[src/rtl/fetch_prefetch_queue_pkg.sv]
// Shared constants and helpers for the instruction-fetch front end.
//   Xlen       default address/PC width
//   Ilen       instruction word width
//   InstrBytes bytes per instruction (PC stride)
//   Nop        canonical RV32I nop (addi x0, x0, 0)
package fetch_prefetch_queue_pkg;

  localparam int unsigned Xlen       = 32;
  localparam int unsigned Ilen       = 32;
  localparam int unsigned InstrBytes = 4;
  localparam logic [31:0] Nop        = 32'h0000_0013;

  // Width of a counter that must hold values 0..depth inclusive.
  function automatic int unsigned cnt_width(input int unsigned depth);
    return $clog2(depth) + 1;
  endfunction

endpackage

[src/rtl/fetch_prefetch_queue_if.sv]
// Bus bundle between the fetch queue, instruction memory and decode.
//   redirect_valid/redirect_pc      flush request and new fetch PC
//   imem_req_valid/ready/addr       request channel to instruction memory
//   imem_rsp_valid/data             in-order response channel from memory
//   out_valid/ready/pc/instr        {pc, instr} delivery to decode
//   occupancy                       number of queued instructions
// master: the fetch queue; slave: the surrounding memory/decode environment.
interface fetch_prefetch_queue_if
  import fetch_prefetch_queue_pkg::*;
#(
  parameter int unsigned Xlen  = 32,
  parameter int unsigned Depth = 4
);

  localparam int unsigned CntW = cnt_width(Depth);

  logic              redirect_valid;
  logic [Xlen-1:0]   redirect_pc;
  logic              imem_req_valid;
  logic              imem_req_ready;
  logic [Xlen-1:0]   imem_req_addr;
  logic              imem_rsp_valid;
  logic [Ilen-1:0]   imem_rsp_data;
  logic              out_valid;
  logic              out_ready;
  logic [Xlen-1:0]   out_pc;
  logic [Ilen-1:0]   out_instr;
  logic [CntW-1:0]   occupancy;

  modport master (
    input  redirect_valid, redirect_pc, imem_req_ready, imem_rsp_valid, imem_rsp_data,
           out_ready,
    output imem_req_valid, imem_req_addr, out_valid, out_pc, out_instr, occupancy
  );

  modport slave (
    output redirect_valid, redirect_pc, imem_req_ready, imem_rsp_valid, imem_rsp_data,
           out_ready,
    input  imem_req_valid, imem_req_addr, out_valid, out_pc, out_instr, occupancy
  );

endinterface

[src/rtl/fetch_prefetch_queue_sync_fifo.sv]
// Synchronous FIFO with flush, used as the fetch instruction queue.
//   clk_i, rst_ni   clock and asynchronous active-low reset
//   push_i, data_i  write data_i at the tail
//   pop_i           drop the head entry
//   flush_i         empty the FIFO; overrides push/pop in the same cycle
//   data_o          head entry (stale when empty)
//   count_o         number of stored entries, 0..Depth
// The caller guarantees no push when full and no pop when empty.
module sync_fifo
  import fetch_prefetch_queue_pkg::*;
#(
  parameter int unsigned Width = 64,
  parameter int unsigned Depth = 4
) (
  input  logic                        clk_i,
  input  logic                        rst_ni,
  input  logic                        push_i,
  input  logic [Width-1:0]            data_i,
  input  logic                        pop_i,
  input  logic                        flush_i,
  output logic [Width-1:0]            data_o,
  output logic [cnt_width(Depth)-1:0] count_o
);

  localparam int unsigned PtrW = $clog2(Depth);
  localparam int unsigned CntW = cnt_width(Depth);

  logic [Width-1:0] mem_q [Depth];
  logic [PtrW-1:0]  wr_ptr_q, rd_ptr_q;
  logic [CntW-1:0]  count_q;

  always_ff @(posedge clk_i or negedge rst_ni) begin
    if (!rst_ni) begin
      wr_ptr_q <= '0;
      rd_ptr_q <= '0;
      count_q  <= '0;
    end else if (flush_i) begin
      wr_ptr_q <= '0;
      rd_ptr_q <= '0;
      count_q  <= '0;
    end else begin
      if (push_i) wr_ptr_q <= wr_ptr_q + PtrW'(1);
      if (pop_i)  rd_ptr_q <= rd_ptr_q + PtrW'(1);
      if (push_i && !pop_i) begin
        count_q <= count_q + CntW'(1);
      end else if (pop_i && !push_i) begin
        count_q <= count_q - CntW'(1);
      end
    end
  end

  // Storage needs no reset: entries are only read while counted as valid.
  always_ff @(posedge clk_i) begin
    if (push_i && !flush_i) mem_q[wr_ptr_q] <= data_i;
  end

  assign data_o  = mem_q[rd_ptr_q];
  assign count_o = count_q;

endmodule

[src/rtl/fetch_prefetch_queue.sv]
// Instruction-fetch front end: sequential PC generation, pipelined imem requests
// limited by queue credit, in-order response queueing and {pc, instr} delivery.
//   clk_i   clock, rising edge
//   rst_ni  asynchronous active-low reset
//   bus     fetch_prefetch_queue_if.master: redirect, imem req/rsp, decode output,
//           occupancy
// A redirect flushes the queue and marks every in-flight request to be dropped.
module fetch_prefetch_queue
  import fetch_prefetch_queue_pkg::*;
#(
  parameter int unsigned    Xlen    = 32,
  parameter int unsigned    Depth   = 4,
  parameter logic [Xlen-1:0] ResetPc = '0
) (
  input  logic                   clk_i,
  input  logic                   rst_ni,
  fetch_prefetch_queue_if.master bus
);

  localparam int unsigned CntW  = cnt_width(Depth);
  localparam int unsigned FifoW = Xlen + Ilen;

  logic [Xlen-1:0]  fetch_pc_q, fetch_pc_d;
  logic [Xlen-1:0]  rsp_pc_q, rsp_pc_d;
  logic [CntW-1:0]  outstanding_q, outstanding_d;
  logic [CntW-1:0]  drop_q, drop_d;
  logic [CntW-1:0]  occ;
  logic [CntW:0]    credit_used;
  logic [Xlen-1:0]  redirect_pc_aligned;
  logic [FifoW-1:0] head;
  logic             redirect, accept, rsp, keep, pop, out_valid;

  assign redirect            = bus.redirect_valid;
  assign redirect_pc_aligned = {bus.redirect_pc[Xlen-1:2], 2'b00};

  // Credit uses registered counts only; a same-cycle dequeue frees a slot next cycle.
  assign credit_used = {1'b0, occ} + {1'b0, outstanding_q};

  // rst_ni gates the request so it drops as soon as reset asserts.
  assign bus.imem_req_valid = rst_ni && !redirect && (credit_used < (CntW + 1)'(Depth));
  assign bus.imem_req_addr  = fetch_pc_q;
  assign accept             = bus.imem_req_valid && bus.imem_req_ready;

  // Responses in a redirect cycle or while stale requests drain are discarded.
  assign rsp  = bus.imem_rsp_valid;
  assign keep = rsp && (drop_q == '0) && !redirect;

  assign out_valid     = (occ != '0) && !redirect;
  assign pop           = out_valid && bus.out_ready;
  assign bus.out_valid = out_valid;
  assign bus.out_pc    = (occ != '0) ? head[FifoW-1:Ilen] : '0;
  assign bus.out_instr = (occ != '0) ? head[Ilen-1:0] : '0;
  assign bus.occupancy = occ;

  always_comb begin
    fetch_pc_d    = fetch_pc_q;
    rsp_pc_d      = rsp_pc_q;
    outstanding_d = outstanding_q;
    drop_d        = drop_q;

    if (accept) begin
      fetch_pc_d    = fetch_pc_q + Xlen'(InstrBytes);
      outstanding_d = outstanding_d + CntW'(1);
    end
    if (rsp) begin
      outstanding_d = outstanding_d - CntW'(1);
      if (drop_q != '0) drop_d = drop_q - CntW'(1);
    end
    if (keep) rsp_pc_d = rsp_pc_q + Xlen'(InstrBytes);

    // Everything still in flight after this cycle belongs to the old stream.
    if (redirect) begin
      fetch_pc_d = redirect_pc_aligned;
      rsp_pc_d   = redirect_pc_aligned;
      drop_d     = outstanding_d;
    end
  end

  always_ff @(posedge clk_i or negedge rst_ni) begin
    if (!rst_ni) begin
      fetch_pc_q    <= ResetPc;
      rsp_pc_q      <= ResetPc;
      outstanding_q <= '0;
      drop_q        <= '0;
    end else begin
      fetch_pc_q    <= fetch_pc_d;
      rsp_pc_q      <= rsp_pc_d;
      outstanding_q <= outstanding_d;
      drop_q        <= drop_d;
    end
  end

  sync_fifo #(
    .Width (FifoW),
    .Depth (Depth)
  ) u_queue (
    .clk_i   (clk_i),
    .rst_ni  (rst_ni),
    .push_i  (keep),
    .data_i  ({rsp_pc_q, bus.imem_rsp_data}),
    .pop_i   (pop),
    .flush_i (redirect),
    .data_o  (head),
    .count_o (occ)
  );

endmodule

[src/flat_wrapper.sv]
// flat-port wrapper written by rule: the top's interface ports become plain ports
module fetch_prefetch_queue_flat import fetch_prefetch_queue_pkg::*;
#(
  parameter int unsigned    Xlen    = 32,
  parameter int unsigned    Depth   = 4,
  parameter logic [Xlen-1:0] ResetPc = '0
)
  (clk_i, rst_ni, bus_redirect_valid, bus_redirect_pc, bus_imem_req_ready, bus_imem_rsp_valid, bus_imem_rsp_data, bus_out_ready, bus_imem_req_valid, bus_imem_req_addr, bus_out_valid, bus_out_pc, bus_out_instr, bus_occupancy);
  fetch_prefetch_queue_if #(.Xlen(Xlen), .Depth(Depth)) bus_i ();
  input  logic clk_i;
  input  logic rst_ni;
  input wire logic [$bits(bus_i.redirect_valid)-1:0] bus_redirect_valid;
  input wire logic [$bits(bus_i.redirect_pc)-1:0] bus_redirect_pc;
  input wire logic [$bits(bus_i.imem_req_ready)-1:0] bus_imem_req_ready;
  input wire logic [$bits(bus_i.imem_rsp_valid)-1:0] bus_imem_rsp_valid;
  input wire logic [$bits(bus_i.imem_rsp_data)-1:0] bus_imem_rsp_data;
  input wire logic [$bits(bus_i.out_ready)-1:0] bus_out_ready;
  output wire logic [$bits(bus_i.imem_req_valid)-1:0] bus_imem_req_valid;
  output wire logic [$bits(bus_i.imem_req_addr)-1:0] bus_imem_req_addr;
  output wire logic [$bits(bus_i.out_valid)-1:0] bus_out_valid;
  output wire logic [$bits(bus_i.out_pc)-1:0] bus_out_pc;
  output wire logic [$bits(bus_i.out_instr)-1:0] bus_out_instr;
  output wire logic [$bits(bus_i.occupancy)-1:0] bus_occupancy;
  assign bus_i.redirect_valid = bus_redirect_valid;
  assign bus_i.redirect_pc = bus_redirect_pc;
  assign bus_i.imem_req_ready = bus_imem_req_ready;
  assign bus_i.imem_rsp_valid = bus_imem_rsp_valid;
  assign bus_i.imem_rsp_data = bus_imem_rsp_data;
  assign bus_i.out_ready = bus_out_ready;
  assign bus_imem_req_valid = bus_i.imem_req_valid;
  assign bus_imem_req_addr = bus_i.imem_req_addr;
  assign bus_out_valid = bus_i.out_valid;
  assign bus_out_pc = bus_i.out_pc;
  assign bus_out_instr = bus_i.out_instr;
  assign bus_occupancy = bus_i.occupancy;
  fetch_prefetch_queue #(.Xlen(Xlen), .Depth(Depth), .ResetPc(ResetPc)) u_core (.clk_i(clk_i), .rst_ni(rst_ni), .bus(bus_i));
endmodule
[config.mk]
export PLATFORM = sky130hd
export DESIGN_NAME = fetch_prefetch_queue_flat
export DESIGN_NICKNAME = d
export VERILOG_FILES = /design/src/rtl/fetch_prefetch_queue_pkg.sv /design/src/rtl/fetch_prefetch_queue_if.sv /design/src/rtl/fetch_prefetch_queue_sync_fifo.sv /design/src/rtl/fetch_prefetch_queue.sv /design/src/flat_wrapper.sv
export SDC_FILE = /design/constraint.sdc
export NUM_CORES = 1
export LEC_CHECK = 0
export BUFFER_PORTS_ARGS = -buffer_cell sky130_fd_sc_hd__buf_2
export CAP_MARGIN = 20
export CORE_MARGIN = 10
export CORE_UTILIZATION = 60
export DETAILED_ROUTE_END_ITERATION = 10
export GPL_TIMING_DRIVEN = 0
export PLACE_DENSITY = 0.79
export REMOVE_ABC_BUFFERS = 1
export SLEW_MARGIN = 20
export SYNTH_ARGS = -nofsm -noshare
export SYNTH_HDL_FRONTEND = slang
export SYNTH_SLANG_ARGS = --single-unit
[constraint.sdc]
create_clock -name clk_i -period 5.4 [get_ports clk_i]
set_input_delay 0.54 -clock clk_i [delete_from_list [all_inputs] [get_ports clk_i]]
set_output_delay 0.54 -clock clk_i [all_outputs]
set_load 0.05 [all_outputs]
==> flow_metrics.py, run 1 <==
metrics = {
    "route": {
        "drc_errors": 0,
        "viasPerCell": 5.966,
        "ant_nets": 0,
        "dr.pass1.iters": 5,
        "via_count": 7970,
        "drtIter0Drc": 707,
        "drt-total-wl_mm": 28.06,
        "wl_per_cell_um": 21.00,
    },
    "sta": {
        "finalSetupTns_ps": 0,
        "rsz0062_at_grt": "false",
        "setup_violations": 0,
        "hold_violations": 0,
        "worst_pin_slew_ps": 1036,
        "final-max-slew-violation-count": 0,
        "max_freq_ghz": 0.2987,
        "final.min_clock_period_ps": 3348,
        "skew_ps": 19.36,
        "min_period_over_period": 0.6200,
        "relSlewSlack": 0.3070,
    },
    "finish": {
        "fillCellCount": 1469,
        "utilization": 0.7090,
        "diodes": 0,
        "final_nets": 1111,
        "fin_area_um2": 15960,
        "area_growth_pct": 16.73,
        "finalNonFillerCells": 1336,
        "drive_gt1_frac": 0.2921,
    },
    "synthesis": {
        "yosysTopAreaCellShare": 0.5449,
        "synthCells": 860,
        "synth_commonest_cells": "248 x edfxtp_1, 73 x and2_1, 73 x dfrtp_1",
        "ys_seq_elements": 321,
        "synthMostInstantiatedCell": "edfxtp_1",
        "yosysTopAreaCell": "edfxtp_1",
        "syn_area_um2": 13670,
        "synth_cell_types": 57,
        "yosys-top-cells-area": "edfxtp_1 54%, dfrtp_1 13%, mux4_2 10%, and2_1 3.3%, xor2_1 2.0%",
        "postSynth.asyncResetShare": 0.2274,
        "synthFlopType": "edfxtp_1",
        "synth_edf_count": 248,
        "syn-mean-instance-area_um2": 15.89,
        "yosys_warnings": 0,
        "ys_seq_area_frac": 0.6785,
    },
    "floorplan": {
        "dieHeight_um": 170.9,
        "core_area_um2": 22500,
        "fp-row-count": 55,
        "ios": 171,
        "die_x_um": 170.9,
        "dieArea_um2": 29220,
        "initial_utilization": 0.6074,
    },
    "flow_run": {
        "maxCapViolCount": 0,
    },
    "pwr": {
        "p_seq_frac": 0.382,
        "p_leak_nw": 5.815,
        "switching_power_mw": 2.882,
        "pwr-share-clk": 0.287,
        "peakVddDrop_mv": 0.3734,
        "p_comb_frac": 0.331,
        "p_int_mw": 4.950,
        "power_density_nw_per_um2": 490.9,
        "sw_frac_of_total": 0.3680,
    },
    "place": {
        "dp.cells": 1276,
        "gp_congestion": 0.8791,
        "dpl_cell_area_um2": 14870,
        "dp_hpwl_mm": 18.10,
        "portBuffers": 164,
    },
    "clock_network": {
        "clock_latency_ps": 510,
        "numClockSinks": 321,
        "cts_made_buffers": 34,
        "clk_path_buf_depth": 3,
        "cts_tree": "yes",
        "cts_root_buf": "clkbuf_16",
        "clk_pin_slew_ps": 60,
        "post_cts_buffers": 0,
        "post_cts_resized": 0,
        "cts-htree-levels": 2,
    },
    "setup_path": {
        "crit_path_max_incr_delay_ps": 690,
        "cp-start-kind": "primary input",
        "crit_chain": "dlygate4sd3_1 > buf_4 > buf_16 > and4bb_1 > and3_1 > nor2_1 > a22o_1 > or3_1",
        "arrival_ps": 3740,
        "worst-setup-path-type": "primary input to flip-flop",
        "cp_max_fo": 57,
        "worst_setup_path_end_kind": "flip-flop",
        "required_ps": 5790,
        "crit_slowest_cell": "and3_1",
    },
    "global_route": {
        "gr-total-overflow": 0,
        "grt_usage": 0.1931,
        "grt_pass1_vias": 8168,
        "antenna_found_initial": 0,
        "grt_pass1_wl_mm": 44.58,
        "grt_max_degree": 68,
    },
    "outcome": {
        "status": "finished, final reports clean",
    },
    "hold_path": {
        "hold_class": "primary input to flip-flop",
    },
}
[area by class of cell]
class                      count  area [um2]  share of cell area
multi-input combinational    488        4184              0.2622
tap                          285       356.6             0.02235
inverter                      10       37.54            0.002353
timing repair buffer         173        1018             0.06383
clock buffer                  41       898.4             0.05630
clock inverter                18       178.9             0.01121
sequential                   321        9281              0.5817
[timing repair]
| action | in CTS | in global routing |
|---|---|---|
| endpoints found under the setup margin | 0 | 0 |
| endpoints found under the hold margin | 18 | 0 |
| hold buffers | 1 | 0 |
[final timing paths]
path                                                            start                                       end  slack [ps]  cells past startpoint
worst max register to register  u_core.u_queue.count_o[2]$_DFFE_PN0P_  u_core.bus.imem_req_addr[19]$_DFFE_PN0P_        2590                      6
min in group asynchronous                                      rst_ni  u_core.bus.imem_req_addr[28]$_DFFE_PN0P_         450                      2
max in group asynchronous                                      rst_ni    u_core.u_queue.rd_ptr_q[0]$_DFFE_PN0P_        4340                      3
worst max-delay path                                           rst_ni  u_core.bus.imem_req_addr[19]$_DFFE_PN0P_        2050                      8
worst min register to register           u_core.drop_q[1]$_DFFE_PN0P_              u_core.drop_q[1]$_DFFE_PN0P_         540                      2
worst min-delay path                            bus_imem_rsp_data[22]     u_core.u_queue.mem_q[0][22]$_DFFE_PP_         250                      1
[layer usage]
metal / up-vias / share of wire / global-route usage
met4: 0 / 0.014 / 0.04802
met1: 3977 / 0.43 / 0.2628
li1: 3657 / - / -
met3: 34 / 0.068 / 0.04263
met2: 302 / 0.48 / 0.3122
met5: - / 0 / 0
[placed cells by master, fill, tap and decap left out, types with 6 or more instances in the layout]
master / count
edfxtp_1: 248
buf_2: 162
dfrtp_1: 71
and2_1: 69
mux4_2: 62
nand2_1: 54
nand3_1: 37
o21ai_0: 37
clkbuf_16: 35
xor2_1: 31
nor2_1: 27
nand4_1: 22
and3_1: 16
xnor2_1: 15
ha_1: 12
inv_1: 9
a21oi_1: 9
o211ai_1: 8
o311ai_0: 7
clkinv_1: 6
clkbuf_1: 6
[critical path: cells and delay by family]
| kind | cells | cell delay (ps) |
|---|---|---|
| AO/OA/AOI/OAI | 1 | 310 |
| buffers and inverters | 3 | 1110 |
| AND/OR/NAND/NOR | 4 | 1720 |
[power by group through the flow]
stage	combinational [mW]	clock (mW)	sequential, mW
global route	2.77	2.40	3.01
floorplan	1.79	0	3.20
global placement	2.52	0	3.14
detailed placement	2.64	0	3.04
CTS	2.65	2.29	2.99
finish	2.59	2.25	2.99
[state kept, by name, summed over array words and instances (netlist names)]
register                  flops
u_core.bus.imem_req_addr     30
u_core.drop_q                 3
u_core.outstanding_q          3
u_core.rsp_pc_q              30
u_core.u_queue.count_o        3
u_core.u_queue.mem_q        248
u_core.u_queue.rd_ptr_q       2
u_core.u_queue.wr_ptr_q       2
[through the flow]
| stage | power, mW | hold WS (ps) | setup slack, ps |
|---|---|---|---|
| floorplan | 4.991 | 244.4 | 1358 |
| CTS | 7.921 | 232.9 | 1781 |
| global route | 8.181 | 237.4 | 1852 |
| finish | 7.832 | 252.1 | 2052 |
| detailed placement | 5.676 | 443.2 | 1778 |
| global placement | 5.665 | 516.5 | 259.2 |
[cells by family (layout without fill, tap and decap cells)]
| logic type | after synthesis | count (layout) | share of synthesized area |
|---|---|---|---|
| flip-flops | 321 | 321 | 0.6785 |
| AND/OR/NAND/NOR | 267 | 267 | 0.1123 |
| AO/OA/AOI/OAI | 86 | 86 | 0.03973 |
| multiplexers | 72 | 72 | 0.1099 |
| buffers and inverters | 54 | 242 | 0.01730 |
| XOR/XNOR | 46 | 46 | 0.02948 |
| adder cells (fa/ha/maj) | 13 | 13 | 0.01245 |
| other | 1 | 4 | 0.0002744 |
Note: power is estimated with default switching activity, not from simulation.
==> inputs of run 2 (changes only) <==
ABC_AREA = 1   (was unset)
CORE_UTILIZATION = 59   (was 60)
PLACE_DENSITY = 0.78   (was 0.79)
clock period = 3.39 ns   (was 5.4 ns; I/O delays follow)
==> flow_metrics.py, run 2 <==
metrics = {
    "outcome": {
        "status": "finished, final reports clean",
    },
    "setup_path": {
        "path_buf_inv": 5,
        "worst-setup-path-type": "flip-flop to output port",
        "cp_max_fo": 48,
        "crit_path_max_incr_delay_ps": 600,
        "required_ps": 3050,
        "cp-start-kind": "flip-flop",
        "worst_setup_path_end_kind": "output port",
        "crit_chain": "buf_12 > buf_12 > inv_6 > bufbuf_16 > o21ai_0 > a21oi_1 > buf_2",
        "cp_common_cell": "buf_12",
        "arrival_ps": 2940,
        "cp_top_family": "buffers and inverters",
        "crit_slowest_cell": "dfrtp_4",
    },
    "sta": {
        "final.min_clock_period_ps": 3279,
        "setup_violations": 0,
        "worst_pin_slew_ps": 1075,
        "hold_violations": 0,
        "min_period_over_period": 0.9674,
        "final-max-slew-violation-count": 0,
        "max_freq_ghz": 0.3049,
        "relSlewSlack": 0.2816,
        "skew_ps": 11.02,
    },
    "route": {
        "viasPerCell": 5.635,
        "dr.pass1.iters": 5,
        "drc_errors": 0,
        "drtIter0Drc": 1143,
        "drt-total-wl_mm": 37.18,
        "wl_per_cell_um": 18.40,
        "ant_nets": 0,
        "via_count": 11380,
    },
    "clock_network": {
        "cts_tree": "yes",
        "cts-htree-levels": 1,
        "cts_root_buf": "clkbuf_16",
        "numClockSinks": 321,
        "clk_path_buf_depth": 3,
        "clk_pin_slew_ps": 60,
        "clock_latency_ps": 550,
        "cts_made_buffers": 31,
    },
    "synthesis": {
        "ys_seq_area_frac": 0.6354,
        "ys_seq_elements": 321,
        "synthFlopType": "edfxtp_1",
        "synthMostInstantiatedCell": "nor2_1",
        "syn_area_um2": 14600,
        "synth_cell_types": 34,
        "syn-mean-instance-area_um2": 9.691,
        "yosysTopAreaCell": "edfxtp_1",
        "synth_edf_count": 248,
        "synth_commonest_cells": "326 x nor2_1, 298 x nand2_1, 248 x edfxtp_1",
        "yosys_warnings": 0,
        "postSynth.asyncResetShare": 0.2274,
        "synthCells": 1506,
        "yosysTopAreaCellShare": 0.5102,
        "yosys-top-cells-area": "edfxtp_1 51%, dfrtp_1 13%, nor2_1 8.4%, nand2_1 7.7%, o21ai_0 5.0%",
    },
    "pwr": {
        "p_leak_nw": 6.808,
        "peakVddDrop_mv": 0.5428,
        "power_density_nw_per_um2": 804.0,
        "totalPowerFinal_mw": 13.83,
    },
    "finish": {
        "diodes": 0,
        "regMostFlops": "u_core.u_queue.mem_q",
        "final_nets": 1756,
        "final_common_cell": "nor2_1",
        "final_cell_mix": "321 x nor2_1, 298 x nand2_1, 248 x edfxtp_1",
        "fin_area_um2": 17200,
        "area_growth_pct": 17.83,
        "drive_gt1_frac": 0.1468,
        "largest_reg_flops": 248,
        "fillCellCount": 1763,
    },
    "floorplan": {
        "dieArea_um2": 31430,
        "fp-row-count": 57,
        "core_area_um2": 24320,
        "die_x_um": 177.3,
        "initial_utilization": 0.6001,
        "dieHeight_um": 177.3,
        "ios": 171,
    },
    "flow_run": {
        "maxCapViolCount": 0,
    },
    "global_route": {
        "grt_pass1_vias": 11490,
        "antenna_found_initial": 0,
        "grt_pass1_wl_mm": 58.34,
        "grt_usage": 0.2299,
        "grt_max_degree": 65,
        "gr-total-overflow": 0,
    },
    "place": {
        "portBuffers": 164,
        "dp_hpwl_mm": 23.81,
        "dpl_cell_area_um2": 15960,
        "gp_congestion": 0.9217,
    },
    "hold_path": {
        "hold_class": "primary input to flip-flop",
    },
}
-- run 2: through the flow --
step	hold slack, ps	cells	worst slack [ps]	util	TNS (ps)
6_report	7.938	2020	110.6	0.7072	0
5_1_grt	1.526	2020	-78.11	0.7072	-78.11
4_1_cts	0.8494	2016	44.75	0.7049	0
3_5_place_dp	306.9	1947	250.6	0.6563	0
3_3_place_gp	462.7	1931	-4295	0.6389	-1290730
2_1_floorplan	43.41	1443	-1449	-	-423430
-- run 2: power breakdown --
part	internal [mW]	switching (mW)	leakage [nW]
logic	1.30	4.15	3.19
clock network	2.07	1.40	0.497
registers	4.54	0.366	3.12
-- run 2: area by class of cell --
cell class	count	area (um2)	area share
clock buffers	44	864.6	0.05027
clock inverters	12	162.7	0.009458
inverters	93	359.1	0.02088
multi-input cells	1029	4722	0.2746
flip-flops and latches	321	9281	0.5397
well taps	324	405.4	0.02357
repair buffers	197	1403	0.08156
-- run 2: routing by layer --
layer | global-route usage | part of all wire
met1 | 0.2984 | 0.41
met2 | 0.3835 | 0.48
met3 | 0.05099 | 0.091
met4 | 0.06148 | 0.018
met5 | 0 | 0
-- run 2: cells by family (layout without fill, tap and decap cells) --
family / count (synthesis) / count (layout) / synth area share
AND/OR/NAND/NOR: 745 / 745 / 0.2060
flip-flops: 321 / 321 / 0.6354
AO/OA/AOI/OAI: 240 / 240 / 0.08641
buffers and inverters: 159 / 346 / 0.04406
XOR/XNOR: 27 / 27 / 0.01620
adder cells (fa/ha/maj): 13 / 13 / 0.01166
other: 1 / 4 / 0.0002569
-- run 2: repair_timing --
item                                    4_1_cts  5_1_grt
gates cloned                                  1        0
resized for setup                             1        0
endpoints found under the hold margin        67       12
hold buffers                                 12        3
endpoints found under the setup margin       12       25
buffers inserted                              0        1
-- run 2: final timing paths --
path | from | to | slack (ps) | cells past startpoint
worst max-delay path | u_core.u_queue.rd_ptr_q[0]$_DFFE_PN0P_ | bus_out_pc[2] | 110 | 7
worst min-delay path | bus_imem_rsp_data[3] | u_core.u_queue.mem_q[2][3]$_DFFE_PP_ | 8 | 1
worst max register to register | u_core.drop_q[0]$_DFFE_PN0P_ | u_core.u_queue.mem_q[0][62]$_DFFE_PP_ | 270 | 8
worst min register to register | u_core.drop_q[1]$_DFFE_PN0P_ | u_core.drop_q[1]$_DFFE_PN0P_ | 480 | 2
max in group asynchronous | rst_ni | u_core.rsp_pc_q[18]$_DFFE_PN0N_ | 2520 | 3
min in group asynchronous | rst_ni | u_core.drop_q[1]$_DFFE_PN0P_ | 270 | 2
